### src/rtl/pipe_pkg.sv
// Shared pipeline definitions: data width, register index width,
// write-back control field positions and the hardwired zero register.
package pipe_pkg;

  localparam int XLEN        = 32;
  localparam int REG_ADDR_W  = 5;
  localparam int WB_REGWRITE = 1;
  localparam int WB_MEMTOREG = 0;

  localparam logic [REG_ADDR_W-1:0] ZERO_REG = '0;

  // A write-back commits only when RegWrite is set and the target is not r0.
  function automatic logic wb_commits(input logic [1:0] wb,
                                      input logic [REG_ADDR_W-1:0] dest);
    return wb[WB_REGWRITE] && (dest != ZERO_REG);
  endfunction

endpackage

### src/rtl/wb_regfile.sv
// Architectural register file: NREGS x XLEN, one write port, two
// combinational read ports, r0 hardwired to zero.
// Build option: WB_BYPASS_EN selects write-first read ports (a read of the
// register being written this cycle returns the new value); without it the
// read ports return the pre-edge array contents.
module wb_regfile #(
  parameter int NREGS = 32,
  parameter int XLEN  = pipe_pkg::XLEN
) (
  input  logic                             clk,
  input  logic                             rst,
  input  logic                             we,
  input  logic [pipe_pkg::REG_ADDR_W-1:0]  waddr,
  input  logic [XLEN-1:0]                  wdata,
  input  logic [pipe_pkg::REG_ADDR_W-1:0]  rs_addr,
  input  logic [pipe_pkg::REG_ADDR_W-1:0]  rt_addr,
  output logic [XLEN-1:0]                  rs_data,
  output logic [XLEN-1:0]                  rt_data
);

  import pipe_pkg::*;

  logic [XLEN-1:0] regs [NREGS];

  // Clear every register on reset; otherwise commit the write port.
  // Reset takes priority so a write presented in the reset cycle is dropped.
  always_ff @(posedge clk) begin
    if (rst) begin
      for (int i = 0; i < NREGS; i++) begin
        regs[i] <= '0;
      end
    end else if (we && (waddr != ZERO_REG)) begin
      regs[waddr] <= wdata;
    end
  end

  // Read port A: r0 reads zero, optional write-through of the current commit.
  always_comb begin
    rs_data = '0;
    if (rs_addr != ZERO_REG) begin
      rs_data = regs[rs_addr];
`ifdef WB_BYPASS_EN
      if (we && (rs_addr == waddr)) begin
        rs_data = wdata;
      end
`endif
    end
  end

  // Read port B: same behaviour as port A.
  always_comb begin
    rt_data = '0;
    if (rt_addr != ZERO_REG) begin
      rt_data = regs[rt_addr];
`ifdef WB_BYPASS_EN
      if (we && (rt_addr == waddr)) begin
        rt_data = wdata;
      end
`endif
    end
  end

endmodule

### src/rtl/wb_stage.sv
// Write-back stage: selects load data or ALU result, commits it into the
// register file, publishes the commit on the forwarding bus and counts
// retired register writes.
// Build option: WB_BYPASS_EN (passed through to wb_regfile) makes the decode
// read ports write-first.
module wb_stage #(
  parameter int NREGS = 32,
  parameter int XLEN  = pipe_pkg::XLEN
) (
  input  logic                             clk,
  input  logic                             rst,
  input  logic [1:0]                       WB,
  input  logic [XLEN-1:0]                  WB_Address,
  input  logic [XLEN-1:0]                  WB_Data,
  input  logic [pipe_pkg::REG_ADDR_W-1:0]  Write_Register,
  input  logic [pipe_pkg::REG_ADDR_W-1:0]  rs_addr,
  input  logic [pipe_pkg::REG_ADDR_W-1:0]  rt_addr,
  output logic [XLEN-1:0]                  rs_data,
  output logic [XLEN-1:0]                  rt_data,
  output logic                             fwd_valid,
  output logic [pipe_pkg::REG_ADDR_W-1:0]  fwd_dest,
  output logic [XLEN-1:0]                  fwd_value,
  output logic [31:0]                      retire_count
);

  import pipe_pkg::*;

  logic [XLEN-1:0] wb_value;
  logic            we;

  // Result select and commit decision; writes to r0 are discarded here so
  // they neither forward nor count.
  always_comb begin
    wb_value = WB[WB_MEMTOREG] ? WB_Data : WB_Address;
    we       = wb_commits(WB, Write_Register);
  end

  // Forwarding bus mirrors the commit in the same cycle it is presented.
  always_comb begin
    fwd_valid = we;
    fwd_dest  = Write_Register;
    fwd_value = wb_value;
  end

  // Retire counter: one per committed write, wraps naturally at 2^32.
  always_ff @(posedge clk) begin
    if (rst) begin
      retire_count <= '0;
    end else if (we) begin
      retire_count <= retire_count + 32'd1;
    end
  end

  wb_regfile #(
    .NREGS (NREGS),
    .XLEN  (XLEN)
  ) u_regfile (
    .clk     (clk),
    .rst     (rst),
    .we      (we),
    .waddr   (Write_Register),
    .wdata   (wb_value),
    .rs_addr (rs_addr),
    .rt_addr (rt_addr),
    .rs_data (rs_data),
    .rt_data (rt_data)
  );

endmodule

### config.mk
export PLATFORM = sky130hd
export DESIGN_NAME = wb_stage
export DESIGN_NICKNAME = d
export VERILOG_FILES = /design/src/rtl/pipe_pkg.sv /design/src/rtl/wb_regfile.sv /design/src/rtl/wb_stage.sv
export SDC_FILE = /design/constraint.sdc
export NUM_CORES = 2
export LEC_CHECK = 0
export ABC_CLOCK_PERIOD_IN_PS = 3100
export CAP_MARGIN = 20
export CORE_MARGIN = 3
export CORE_UTILIZATION = 35
export DETAILED_ROUTE_END_ITERATION = 16
export HOLD_SLACK_MARGIN = 0.08
export PLACE_DENSITY = 0.53
export SKIP_CTS_REPAIR_TIMING = 1
export SYNTH_ARGS = -nofsm -noshare
export SYNTH_HDL_FRONTEND = slang
export SYNTH_HIERARCHICAL = 1
export SYNTH_SLANG_ARGS = --single-unit
### constraint.sdc
create_clock -name clk -period 3.1 [get_ports clk]
set_clock_uncertainty 0.2 [all_clocks]
set_input_delay 0.31 -clock clk [delete_from_list [all_inputs] [get_ports clk]]
set_output_delay 0.31 -clock clk [all_outputs]
set_load 0.01 [all_outputs]
==> flow_metrics.py <==
metrics = {
    "outcome": {
        "outcome": "complete, but fails checks",
        "failed_checks": "setup timing",
    },
    "critical_path": {
        "worstSetupEndpointType": "output port",
        "worst_path_cell_chain": "mux4_2, mux4_2, o22ai_2, buf_4, nor3_1, clkbuf_2",
        "critical_path_peak_fanout": 2,
        "critical_path.most_common_cell": "mux4_2",
        "cp.arrival_ns": 2.77,
        "cpPeakStageDelay_ns": 0.56,
        "slowest_stage_cell_crit_path": "mux4_2",
        "setup_cp_type": "register to output port",
        "worst-endpoint-required_ns": 2.59,
        "cp-start-kind": "register",
    },
    "layout": {
        "nets": 4302,
        "most_frequent_standard_cell_in_the_layout_excluding_fill_and_tap_cells": "edfxtp_1",
        "layout_common_cells": "1024 x edfxtp_1, 995 x and2_1, 472 x mux4_2",
        "n_fill_cell": 13974,
        "area_growth_syn_to_layout_pct": 25.4,
        "final_layout_size_suffix_gt1_frac": 0.365,
        "stdcell_count": 6397,
    },
    "placed_design": {
        "globalplace.congestion": 0.862,
        "portBuffers": 216,
        "place.detailed.hpwl_mm": 138,
        "place.detailed.instances": 6158,
    },
    "power": {
        "power_density_mw_per_mm2": 519,
        "netSwitchingPower_mw": 9.43,
        "share_seq_of_total_power": 0.460,
        "cell_int_power_mw": 27.2,
        "sw_frac_of_total": 0.258,
        "ir_drop_mv": 0.524,
        "leakage_power_summed_over_all_cells_nw": 24.8,
        "p_clk_frac": 0.385,
        "total_power_mw": 36.6,
        "share_comb_of_total_power": 0.155,
    },
    "floorplan": {
        "core.rowCount": 146,
        "chipWidth_microns": 407,
        "die-height_microns": 407,
        "initial_utilization": 0.354,
        "die_area_sq_mm": 0.165,
        "placeableCoreArea_sq_mm": 0.159,
        "io_pins": 217,
    },
    "logic_synthesis": {
        "async_flop_share": 0,
        "syn_area_sq_mm": 0.0562,
        "synthDistinctLibCells": 59,
        "netlist_instances": 3721,
        "syn_avg_cell_area_sq_um": 15.1,
        "synth-seq-cells": 1056,
        "synth_warnings": 6,
        "synth_top_flop_cell": "edfxtp_1",
        "yosysSeqAreaShare": 0.558,
        "synth_enable_flop_cells": 1024,
    },
    "grt": {
        "grtUsageTotal": 0.245,
        "number_of_global_route_vias_before_repair": 37860,
        "grt_pass1_wl_mm": 286,
        "grt.overflow.total": 0,
        "antenna_found_initial": 12,
        "largest_net_degree_at_the_start_of_global_routing": 59,
    },
    "sta": {
        "fin_hold_ws_ns": 0.215,
        "worst_slew_margin_relative_to_its_limit": 0.360,
        "worst_path_setup_slack_after_routing_ns": -0.181,
        "setup_viol": 24,
        "final_hold_viol_count": 0,
        "worst-slew-pin-transition_ns": 0.960,
        "rsz0062_at_grt": "true",
        "post-route-min-period_ns": 3.28,
        "timing_limited_maximum_frequency_mhz": 305,
        "timing.final.max_slew_violations": 0,
        "final.period_utilization": 1.06,
    },
    "clock_network": {
        "clkLatencyLatePin_ns": 0.73,
        "clock-root-buffer": "clkbuf_16",
        "buffers_from_clock_root_to_sink_at_most": 3,
        "numCtsBuffers": 118,
        "numClockSinks": 1056,
        "htree_depth": 3,
        "clock_pin_slew_worst_setup_and_hold_paths_ns": 0.06,
        "tritoncts": "done",
    },
    "run": {
        "maxCapViolCount": 0,
    },
    "route": {
        "route.antenna.remaining_nets": 0,
        "drc": 0,
        "drt_wl_total_mm": 205,
        "avgRoutedWirePerCell_microns": 32.1,
        "starting_drc_count_in_detailed_routing": 3881,
        "drt_pre_antenna_iters": 5,
        "vias_per_cell": 5.74,
        "dr_total_vias": 36747,
    },
    "hold_path": {
        "worstHoldPathType": "input port to register",
    },
}
[synthesized netlist by cell type (3+ instances only)]
cell	number	area share
dfxtp_1	32	0.011
or3b_2	4	0.00062
xnor2_1	26	0.0041
a221oi_1	4	0.00062
and3_1	9	0.0010
a32o_1	4	0.00071
nand3_1	11	0.00098
a211oi_1	7	0.00093
buf_2	46	0.0041
o22ai_1	103	0.011
buf_4	36	0.0048
o21ai_0	5	0.00044
a22oi_1	16	0.0021
buf_1	22	0.0015
a22o_1	51	0.0079
a2111oi_1	41	0.0073
nand2_1	20	0.0013
xor2_1	4	0.00062
edfxtp_1	1024	0.55
buf_6	25	0.0050
or3_1	3	0.00033
nor4_1	21	0.0023
nand4_1	9	0.0010
nand3b_1	5	0.00067
inv_1	4	0.00027
a21oi_1	14	0.0012
mux2i_1	150	0.027
nor2b_1	14	0.0016
nand2b_1	5	0.00056
or2_2	33	0.0037
and2_1	996	0.11
mux4_2	472	0.19
clkbuf_1	276	0.018
nor3_1	60	0.0053
nor2_1	67	0.0045
a2111oi_0	14	0.0022
mux2_2	62	0.012
[state kept, by name, summed over array words and instances (netlist names)]
signal          flops
u_regfile/regs   1024
retire_count       32
[worst max-delay path: cells and delay by family, from the launching register on]
family                 cells  cell delay (ns)
flip-flops                 1             0.41
AND/OR/NAND/NOR            1             0.07
buffers and inverters      2             0.31
multiplexers               2             1.11
AO/OA/AOI/OAI              1             0.14
[final cells by class]
class                           instances  area (sq um)  area share
Sequential cell                      1056         31400       0.445
Multi-Input combinational cell       2286         25100       0.356
Timing Repair Buffer                  751          7590       0.108
Clock buffer                          142          3130      0.0444
Tap cell                             2072          2590      0.0368
Clock inverter                         78           702     0.00995
Inverter                                5          18.8    0.000266
Antenna cell                            7          17.5    0.000248
[metal layers]
metal | GRT usage | share of wire | vias up
met2 | 0.397 | 0.47 | 1770
li1 | - | - | 15373
met5 | 0 | 0 | -
met3 | 0.0374 | 0.078 | 327
met1 | 0.335 | 0.41 | 19277
met4 | 0.0902 | 0.040 | 0
[cells by family after synthesis]
kind of cell    synth area share
mux                        0.228
compound gates            0.0362
fa+ha+maj               0.000222
xor+xnor                 0.00467
flops                      0.558
buf+inv                   0.0341
simple gates               0.138
other cells            0.0000667
[per-stage QoR]
| step | area (sq um) | utilization | TNS, ns | worst slack (ns) |
|---|---|---|---|---|
| floorplan | 56300 | - | 0 | 0.351 |
| global route | 70500 | 0.444 | -4.63 | -0.241 |
| detailed placement | 64900 | 0.408 | -22.67 | -0.950 |
| global placement | 64900 | 0.408 | -22.74 | -0.936 |
| CTS | 68700 | 0.432 | -39.09 | -1.07 |
| finish | 70500 | 0.444 | -1.89 | -0.181 |
[power by group through the flow]
stage                     clock, mW  sequential (mW)  combinational, mW
after floorplan                   0             16.9               2.67
after global placement            0             17.1               5.30
after detailed placement          0             17.1               5.31
after CTS                      14.3             16.8               5.33
after global routing           14.9             16.9               5.91
final                          14.1             16.8               5.67
[path summary, 6_finish.rpt]
path,startpoint,endpoint,slack (ns),cells past startpoint
max,u_regfile/regs[30][12],rt_data[12],-0.18,6
min,rst,u_regfile/regs[0][0],0.21,2
max reg2reg,retire_count[0],retire_count[16],0.92,6
min reg2reg,retire_count[1],retire_count[1],0.33,2
Power figures use the tool's default switching activity.
